### config.mk
export PLATFORM = sky130hd
export DESIGN_NAME = tff_counter_ctrl_flat
export DESIGN_NICKNAME = d
export VERILOG_FILES = /design/src/rtl/tff_counter_ctrl_if.sv /design/src/rtl/tff_counter_ctrl.sv /design/src/flat_wrapper.sv
export SDC_FILE = /design/constraint.sdc
export NUM_CORES = 1
export LEC_CHECK = 0
export ABC_AREA = 1
export CELL_PAD_IN_SITES_DETAIL_PLACEMENT = 1
export CELL_PAD_IN_SITES_GLOBAL_PLACEMENT = 1
export CORE_UTILIZATION = 30
export CTS_BUF_LIST = sky130_fd_sc_hd__clkbuf_8
export DETAILED_ROUTE_END_ITERATION = 7
export PLACE_DENSITY_LB_ADDON = 0.1
export SLEW_MARGIN = 20
export SYNTH_ARGS = -nofsm -noshare
export SYNTH_HDL_FRONTEND = slang
export SYNTH_SLANG_ARGS = --single-unit
### constraint.sdc
create_clock -name clk -period 1.3 [get_ports clk]
set_input_delay 0.26 -clock clk [delete_from_list [all_inputs] [get_ports clk]]
set_output_delay 0.26 -clock clk [all_outputs]
set_load 0.01 [all_outputs]
### src/rtl/tff_counter_ctrl_if.sv
// tff_counter_ctrl_if: control/status bundle between the sequencing controller and its environment
interface tff_counter_ctrl_if #(
  parameter int CNT_W = 4,
  parameter int PER_W = 8
);
  logic             start;
  logic             stop;
  logic             pause;
  logic             periodic;
  logic [CNT_W-1:0] terminal;
  logic [CNT_W-1:0] cnt_val;
  logic             cnt_en;
  logic             cnt_clr;
  logic             busy;
  logic             done;
  logic [PER_W-1:0] period_cnt;
  modport master (
    output start, stop, pause, periodic, terminal, cnt_val,
    input  cnt_en, cnt_clr, busy, done, period_cnt
  );
  modport slave (
    input  start, stop, pause, periodic, terminal, cnt_val,
    output cnt_en, cnt_clr, busy, done, period_cnt
  );
endinterface

### src/rtl/tff_counter_ctrl.sv
// tff_counter_ctrl: sequences a T-flip-flop counter through one-shot or periodic count-to-terminal runs
module tff_counter_ctrl #(
  parameter int CNT_W = 4,
  parameter int PER_W = 8
) (
  input logic              clk,
  input logic              reset,
  tff_counter_ctrl_if.slave bus
);
  typedef enum logic [2:0] {IDLE, CLEAR, RUN, PAUSE, DONE} state_e;
  state_e           state_q, state_d;
  logic [CNT_W-1:0] term_q, term_d;
  logic             mode_q, mode_d;
  logic [PER_W-1:0] per_q, per_d;
  logic             hit;
  assign hit            = bus.cnt_val == term_q;
  assign bus.period_cnt = per_q;
  assign bus.busy       = state_q == CLEAR || state_q == RUN || state_q == PAUSE;
  assign bus.done       = state_q == DONE;
  always_ff @(posedge clk) begin
    if (reset) begin
      state_q <= IDLE;
      term_q  <= '0;
      mode_q  <= 1'b0;
      per_q   <= '0;
    end else begin
      state_q <= state_d;
      term_q  <= term_d;
      mode_q  <= mode_d;
      per_q   <= per_d;
    end
  end
  always_comb begin
    state_d     = state_q;
    term_d      = term_q;
    mode_d      = mode_q;
    per_d       = per_q;
    bus.cnt_en  = 1'b0;
    bus.cnt_clr = 1'b0;
    case (state_q)
      IDLE: if (bus.start) begin
        term_d  = bus.terminal;
        mode_d  = bus.periodic;
        per_d   = '0;
        state_d = CLEAR;
      end
      CLEAR: begin
        bus.cnt_clr = 1'b1;
        state_d     = RUN;
      end
      RUN: begin
        // the compare gate keeps the counter from ever stepping past term_q
        bus.cnt_en = !hit && !bus.pause && !bus.stop;
        if (bus.stop) state_d = IDLE;
        else if (hit) begin
          state_d = mode_q ? CLEAR : DONE;
          per_d   = mode_q ? per_q + PER_W'(1) : per_q;
        end else if (bus.pause) state_d = PAUSE;
      end
      PAUSE: state_d = bus.stop ? IDLE : (bus.pause ? PAUSE : RUN);
      DONE: state_d = IDLE;
      default: state_d = IDLE;
    endcase
  end
endmodule

### src/flat_wrapper.sv
// flat-port wrapper written by rule: the top's interface ports become plain ports
module tff_counter_ctrl_flat 
#(
  parameter int CNT_W = 4,
  parameter int PER_W = 8
)
  (clk, reset, bus_start, bus_stop, bus_pause, bus_periodic, bus_terminal, bus_cnt_val, bus_cnt_en, bus_cnt_clr, bus_busy, bus_done, bus_period_cnt);
  tff_counter_ctrl_if #(.CNT_W(CNT_W), .PER_W(PER_W)) bus_i ();
  input logic clk;
  input logic reset;
  input wire logic [$bits(bus_i.start)-1:0] bus_start;
  input wire logic [$bits(bus_i.stop)-1:0] bus_stop;
  input wire logic [$bits(bus_i.pause)-1:0] bus_pause;
  input wire logic [$bits(bus_i.periodic)-1:0] bus_periodic;
  input wire logic [$bits(bus_i.terminal)-1:0] bus_terminal;
  input wire logic [$bits(bus_i.cnt_val)-1:0] bus_cnt_val;
  output wire logic [$bits(bus_i.cnt_en)-1:0] bus_cnt_en;
  output wire logic [$bits(bus_i.cnt_clr)-1:0] bus_cnt_clr;
  output wire logic [$bits(bus_i.busy)-1:0] bus_busy;
  output wire logic [$bits(bus_i.done)-1:0] bus_done;
  output wire logic [$bits(bus_i.period_cnt)-1:0] bus_period_cnt;
  assign bus_i.start = bus_start;
  assign bus_i.stop = bus_stop;
  assign bus_i.pause = bus_pause;
  assign bus_i.periodic = bus_periodic;
  assign bus_i.terminal = bus_terminal;
  assign bus_i.cnt_val = bus_cnt_val;
  assign bus_cnt_en = bus_i.cnt_en;
  assign bus_cnt_clr = bus_i.cnt_clr;
  assign bus_busy = bus_i.busy;
  assign bus_done = bus_i.done;
  assign bus_period_cnt = bus_i.period_cnt;
  tff_counter_ctrl #(.CNT_W(CNT_W), .PER_W(PER_W)) u_core (.clk(clk), .reset(reset), .bus(bus_i));
endmodule
# ---- After elaboration in Yosys (flattened, before gate mapping)
# Index checks and enable logic that the tools add are counted.
dict set report word_totals {
  ff_bits 16
  input_bits 14
}
dict set report classes {
  add_sub_neg 1
  n_eq_ne 10
  n_mux 15
  n_reduce_logical 12
}
# operator count
set ops {}
lappend ops {{8-bit two-way mux} 4}
lappend ops {{3-bit two-way mux} 6}
lappend ops {{8-bit one-hot mux with 2 select lines} 1}
lappend ops {{3-bit one-hot mux with 4 select lines} 1}
lappend ops {{8-bit by 1-bit adder with 8-bit output (second input constant)} 1}
lappend ops {{3-bit by 2-bit == test with 1-bit output (second input constant)} 2}
lappend ops {{5-bit AND reduction} 1}
lappend ops {{4-bit == test} 1}
lappend ops {{2-bit by 1-bit inequality test with 1-bit output (second input constant)} 2}
lappend ops {{2-bit inequality test (second input constant)} 2}
lappend ops {{4-bit by 3-bit inequality test with 1-bit output (second input constant)} 1}
lappend ops {{2-bit AND reduction} 2}
lappend ops {{3-bit by 1-bit == test with 1-bit output (second input constant)} 1}
lappend ops {{3-bit == test (second input constant)} 1}
lappend ops {{1-bit zero test} 3}
lappend ops {{3-bit zero test} 1}
lappend ops {{1-bit two-way mux} 3}
lappend ops {{1-bit logical AND} 2}
lappend ops {{1-bit logical OR} 2}
lappend ops {{2-bit nonzero test} 1}

# ---- Depth between registers and ports, before layout
dict set report depth {
  depth_word 5
  depth_mapped 10
  depth_no_buf 10
}

# ---- Worst setup path after synthesis
# Ideal clock, no wire load.
dict set report synth_path {
  path_kind {register to register}
  from {register u_core.per_q[0] (netlist: u_core.bus.period_cnt[0])}
  to {register u_core.per_q[4] (netlist: u_core.bus.period_cnt[4])}
  setup_time_ns 0.070
  arrival_time_ns 1.174
  path_slack_ns 0.056
  stages_incl_launch_ff 7
  path_buffers 0
  synth_period_minus_slack_ns 1.244
  cell_sequence {dfxtp_1 -> ha_1 -> nand3_1 -> xor2_1 -> nor2_1 -> nand3_1 -> a21oi_1}
}
dict set report synth_via {
  elab_chain_len 5
}
# element line_no
set synth_lines {}
lappend synth_lines {{start, declared} tff_counter_ctrl.sv:14} ;# logic [PER_W-1:0] per_q, per_d;
lappend synth_lines {{start signal, assigned} tff_counter_ctrl.sv:30} ;# per_q <= per_d;
lappend synth_lines {{8-bit by 1-bit adder with 8-bit output} tff_counter_ctrl.sv:57} ;# per_d = mode_q ? per_q + PER_W'(1) : per_q;
lappend synth_lines {{8-bit two-way mux} tff_counter_ctrl.sv:57}
lappend synth_lines {{8-bit two-way mux} tff_counter_ctrl.sv:55} ;# else if (hit) begin
lappend synth_lines {{8-bit two-way mux} tff_counter_ctrl.sv:54} ;# if (bus.stop) state_d = IDLE;
lappend synth_lines {{8-bit one-hot mux with 2 select lines} tff_counter_ctrl.sv:40} ;# case (state_q)
# Every way passes these cells. The select of a mux whose other input is x is not followed.
# A chain may end at the register's enable or synchronous reset.

# ---- Worst setup path in the final report
dict set report layout_path {
  from {register u_core.state_q[1]}
  to {output port bus_cnt_en}
}
dict set report layout_via {
  elab_chain_len 2
}
# element line_no
set layout_lines {}
lappend layout_lines {{start, declared} tff_counter_ctrl.sv:11} ;# state_e state_q, state_d;
lappend layout_lines {{start signal, assigned} tff_counter_ctrl.sv:27} ;# state_q <= state_d;
lappend layout_lines {{3-bit by 2-bit == test with 1-bit output} tff_counter_ctrl.sv:40}
lappend layout_lines {{1-bit two-way mux} tff_counter_ctrl.sv:40}
lappend layout_lines {{end, declared} flat_wrapper.sv:17} ;# output wire logic [$bits(bus_i.cnt_en)-1:0] bus_cnt_en;
# Every way passes these cells.

==> results.ini <==
[synthesis]
synth.cell_area_um2=982.2
synth.net_count=171
netlist_top_cells_area=sky130_fd_sc_hd__dfxtp_1 33%, sky130_fd_sc_hd__nand2_1 15%, sky130_fd_sc_hd__inv_1 9.9%, sky130_fd_sc_hd__nand3_1 7.6%, sky130_fd_sc_hd__nor2_1 7.3%
yosys.cell_types.count=24
postSynthCellCount=156
synth-seq-cells=16
synth.top_cell.area_share=0.3261
syn_avg_cell_area_um2=6.296
netlist.top_cell.by_area=sky130_fd_sc_hd__dfxtp_1
seq_area_frac_synth=0.3261
synth-warning-count=0

[global_route]
global_route_wire_length_before_repair_um=5547
track_usage=0.2147
grt_start_max_net_pins=12
grt_antenna_before_repair=0
first_global_vias=1253
grt_overflow_total=0

[pwr]
vdd.ir_drop.worst_mv=0.5916
leakage_nw=0.8152
power.density_cell_area_nw_per_um2=1079

[routing]
vias_per_cell=4.627
ant_nets=0
average_wire_length_per_cell_after_detail_routing_um=13.71
via_count=1180
wl_met1_um=1417
met2_wire_len_um=1959
route.detailed.drc=0
first_iter_violations=44
dr.max_layer_used=met4
totalWireLength_um=3495
route.met3.wl_um=75
first_pass_iters=4

[clocking]
cts_bufs_inserted=3
cts_buffer_depth=2
clk_pin_slew_worst_setup_hold_paths_ns=0.08
clock_tree_from_tritoncts=built
insertion_delay_ns=0.26
cts_root_buf=sky130_fd_sc_hd__clkbuf_8
clock_sink_count=16
htreeDepth=1

[floorplan]
fp.dieArea_um2=3507
start_util=0.3191
die_height_um=59.22
die_width_um=59.22
core_area_um2=3078
rows=20
top_level_ports=26

[timing]
final.setup.worst_slack_ns=-0.2027
period_needed_ns=1.503
final.period_utilization=1.156
worst-slew-pin-transition_ns=0.3754
worst_clock_skew_ns=0.008699
max_clock_freq_mhz=665.5
setup_repair_after_global_routing_missed_its_margin=yes
setup-violations-final=12
max-slew-margin-rel=0.7495
finalMaxSlewViolations=0
hold_viol=0

[final_layout]
most_frequent_cells_in_the_layout=38 x sky130_fd_sc_hd__nand2_1, 22 x sky130_fd_sc_hd__inv_1, 20 x sky130_fd_sc_hd__buf_4
finalCoreUtilization=0.5484
seqCellArea_um2=330.3
antennaDiodeCount=0
footprint_of_the_multi_input_gates_um2=669.4
nFillCells=413
finish.net_count=228
syn2layout_area_growth_pct=71.85
layout_commonest_cell=sky130_fd_sc_hd__nand2_1
final_layout_size_suffix_gt1_frac=0.3697

[place]
routabilityCongestion=0.7667
post-dp-hpwl_um=2317
port-buffer-count=25
preCtsSetupSlack_ns=-0.6864

[critical_path]
arrival_ns=1.24
crit_path_end_kind=output port
critical_path.max_fanout=2
worstPathRequired_ns=1.04
setup_cp_type=flip-flop to output port
worstSetupStartpointType=flip-flop

[run_status]
outcome=complete, but fails checks
violated_checks=negative setup slack

[worst_hold_path]
worstHoldPathType=flip-flop to flip-flop

[flow_run]
maxCapViolCount=0

==> cell families after synthesis <==
family	synth area share
AO/OA/AOI/OAI	0.1032
flip-flops	0.3261
AND/OR/NAND/NOR	0.4153
XOR/XNOR	0.02676
buffers and inverters	0.1159
adder cells (fa/ha/maj)	0.01274
==> Yosys cell counts <==
library cell / n
sky130_fd_sc_hd__nor2_1: 19
sky130_fd_sc_hd__a21oi_4: 1
sky130_fd_sc_hd__nand3_1: 15
sky130_fd_sc_hd__inv_2: 2
sky130_fd_sc_hd__nor3_1: 2
sky130_fd_sc_hd__dfxtp_1: 16
sky130_fd_sc_hd__nor2_2: 3
sky130_fd_sc_hd__nand3b_1: 1
sky130_fd_sc_hd__nand2_1: 38
sky130_fd_sc_hd__buf_2: 1
sky130_fd_sc_hd__nand2_4: 1
sky130_fd_sc_hd__xor2_1: 2
sky130_fd_sc_hd__xnor2_1: 1
sky130_fd_sc_hd__a21oi_1: 12
sky130_fd_sc_hd__nand4_1: 2
sky130_fd_sc_hd__nand4_2: 1
sky130_fd_sc_hd__or2_2: 1
sky130_fd_sc_hd__nor2_4: 1
sky130_fd_sc_hd__ha_1: 1
sky130_fd_sc_hd__nand3_2: 1
sky130_fd_sc_hd__clkbuf_1: 1
sky130_fd_sc_hd__nand2_2: 3
sky130_fd_sc_hd__o21ai_0: 5
sky130_fd_sc_hd__inv_1: 26
==> power breakdown <==
part | total (mW) | internal, mW | switching [mW] | leakage, nW
Combinational | 0.832 | 0.410 | 0.422 | 0.660
Clock | 0.405 | 0.206 | 0.199 | 0.0216
Sequential | 0.584 | 0.542 | 0.0421 | 0.134
Total | 1.82 | 1.16 | 0.663 | 0.815
==> state kept, by name, summed over array words and instances, names as in the netlist <==
name / count
u_core.bus.period_cnt: 8
u_core.mode_q: 1
u_core.term_q: 4
u_core.state_q: 3
==> path summary, 6_finish.rpt <==
kind	startpoint	to	slack, ns	cells after the start
min reg2reg	u_core.term_q[2]$_SDFFE_PP0P_	u_core.term_q[2]$_SDFFE_PP0P_	0.45	2
min	u_core.term_q[2]$_SDFFE_PP0P_	u_core.term_q[2]$_SDFFE_PP0P_	0.45	2
max reg2reg	u_core.state_q[1]$_SDFFE_PP0P_	u_core.bus.period_cnt[0]$_SDFFE_PP0P_	-0.15	10
max	u_core.state_q[1]$_SDFFE_PP0P_	bus_cnt_en	-0.20	7
==> repair_timing <==
item                       CTS  global route
hold buffers                 0             0
buffers inserted             9             2
gates resized for setup     55            27
pin swaps                   10            11
setup endpoints to repair   24            19
cloned                       1             1
==> metrics by stage <==
stage	setup TNS [ns]	hold slack [ns]	instance area (um^2)	std cells	power [mW]
3_3_place_gp	-5.526	0.4530	1449	244	1.176
4_1_cts	-1.503	0.4760	1603	253	1.746
2_1_floorplan	0	0.4439	982.2	156	0.8844
5_1_grt	-2.401	0.4807	1688	255	1.920
6_report	-1.357	0.4519	1688	255	1.822
3_5_place_dp	-6.664	0.4685	1449	244	1.200
==> routing by layer <==
| layer | track usage | vias up |
|---|---|---|
| li1 | - | 595 |
| met1 | 0.2319 | 559 |
| met2 | 0.4173 | 21 |
| met3 | 0.03275 | 5 |
| met4 | 0.07143 | 0 |
| met5 | 0 | - |
==> critical path, cell delays in order, from the launching register on <==
cell                       delay [ns]
sky130_fd_sc_hd__dfxtp_2         0.34
sky130_fd_sc_hd__inv_2           0.04
sky130_fd_sc_hd__nor2_4          0.10
sky130_fd_sc_hd__nand2_4         0.07
sky130_fd_sc_hd__nor2_4          0.12
sky130_fd_sc_hd__nand3b_1        0.11
sky130_fd_sc_hd__inv_1           0.07
sky130_fd_sc_hd__buf_2           0.12
==> area by class of cell <==
type,instances,share of cell area
Sequential cell,16,0.1957
Inverter,28,0.06523
Clock buffer,3,0.02446
Timing Repair Buffer,54,0.2854
Tap cell,44,0.03262
Multi-Input combinational cell,110,0.3966
(Power assumes the default switching activity.)
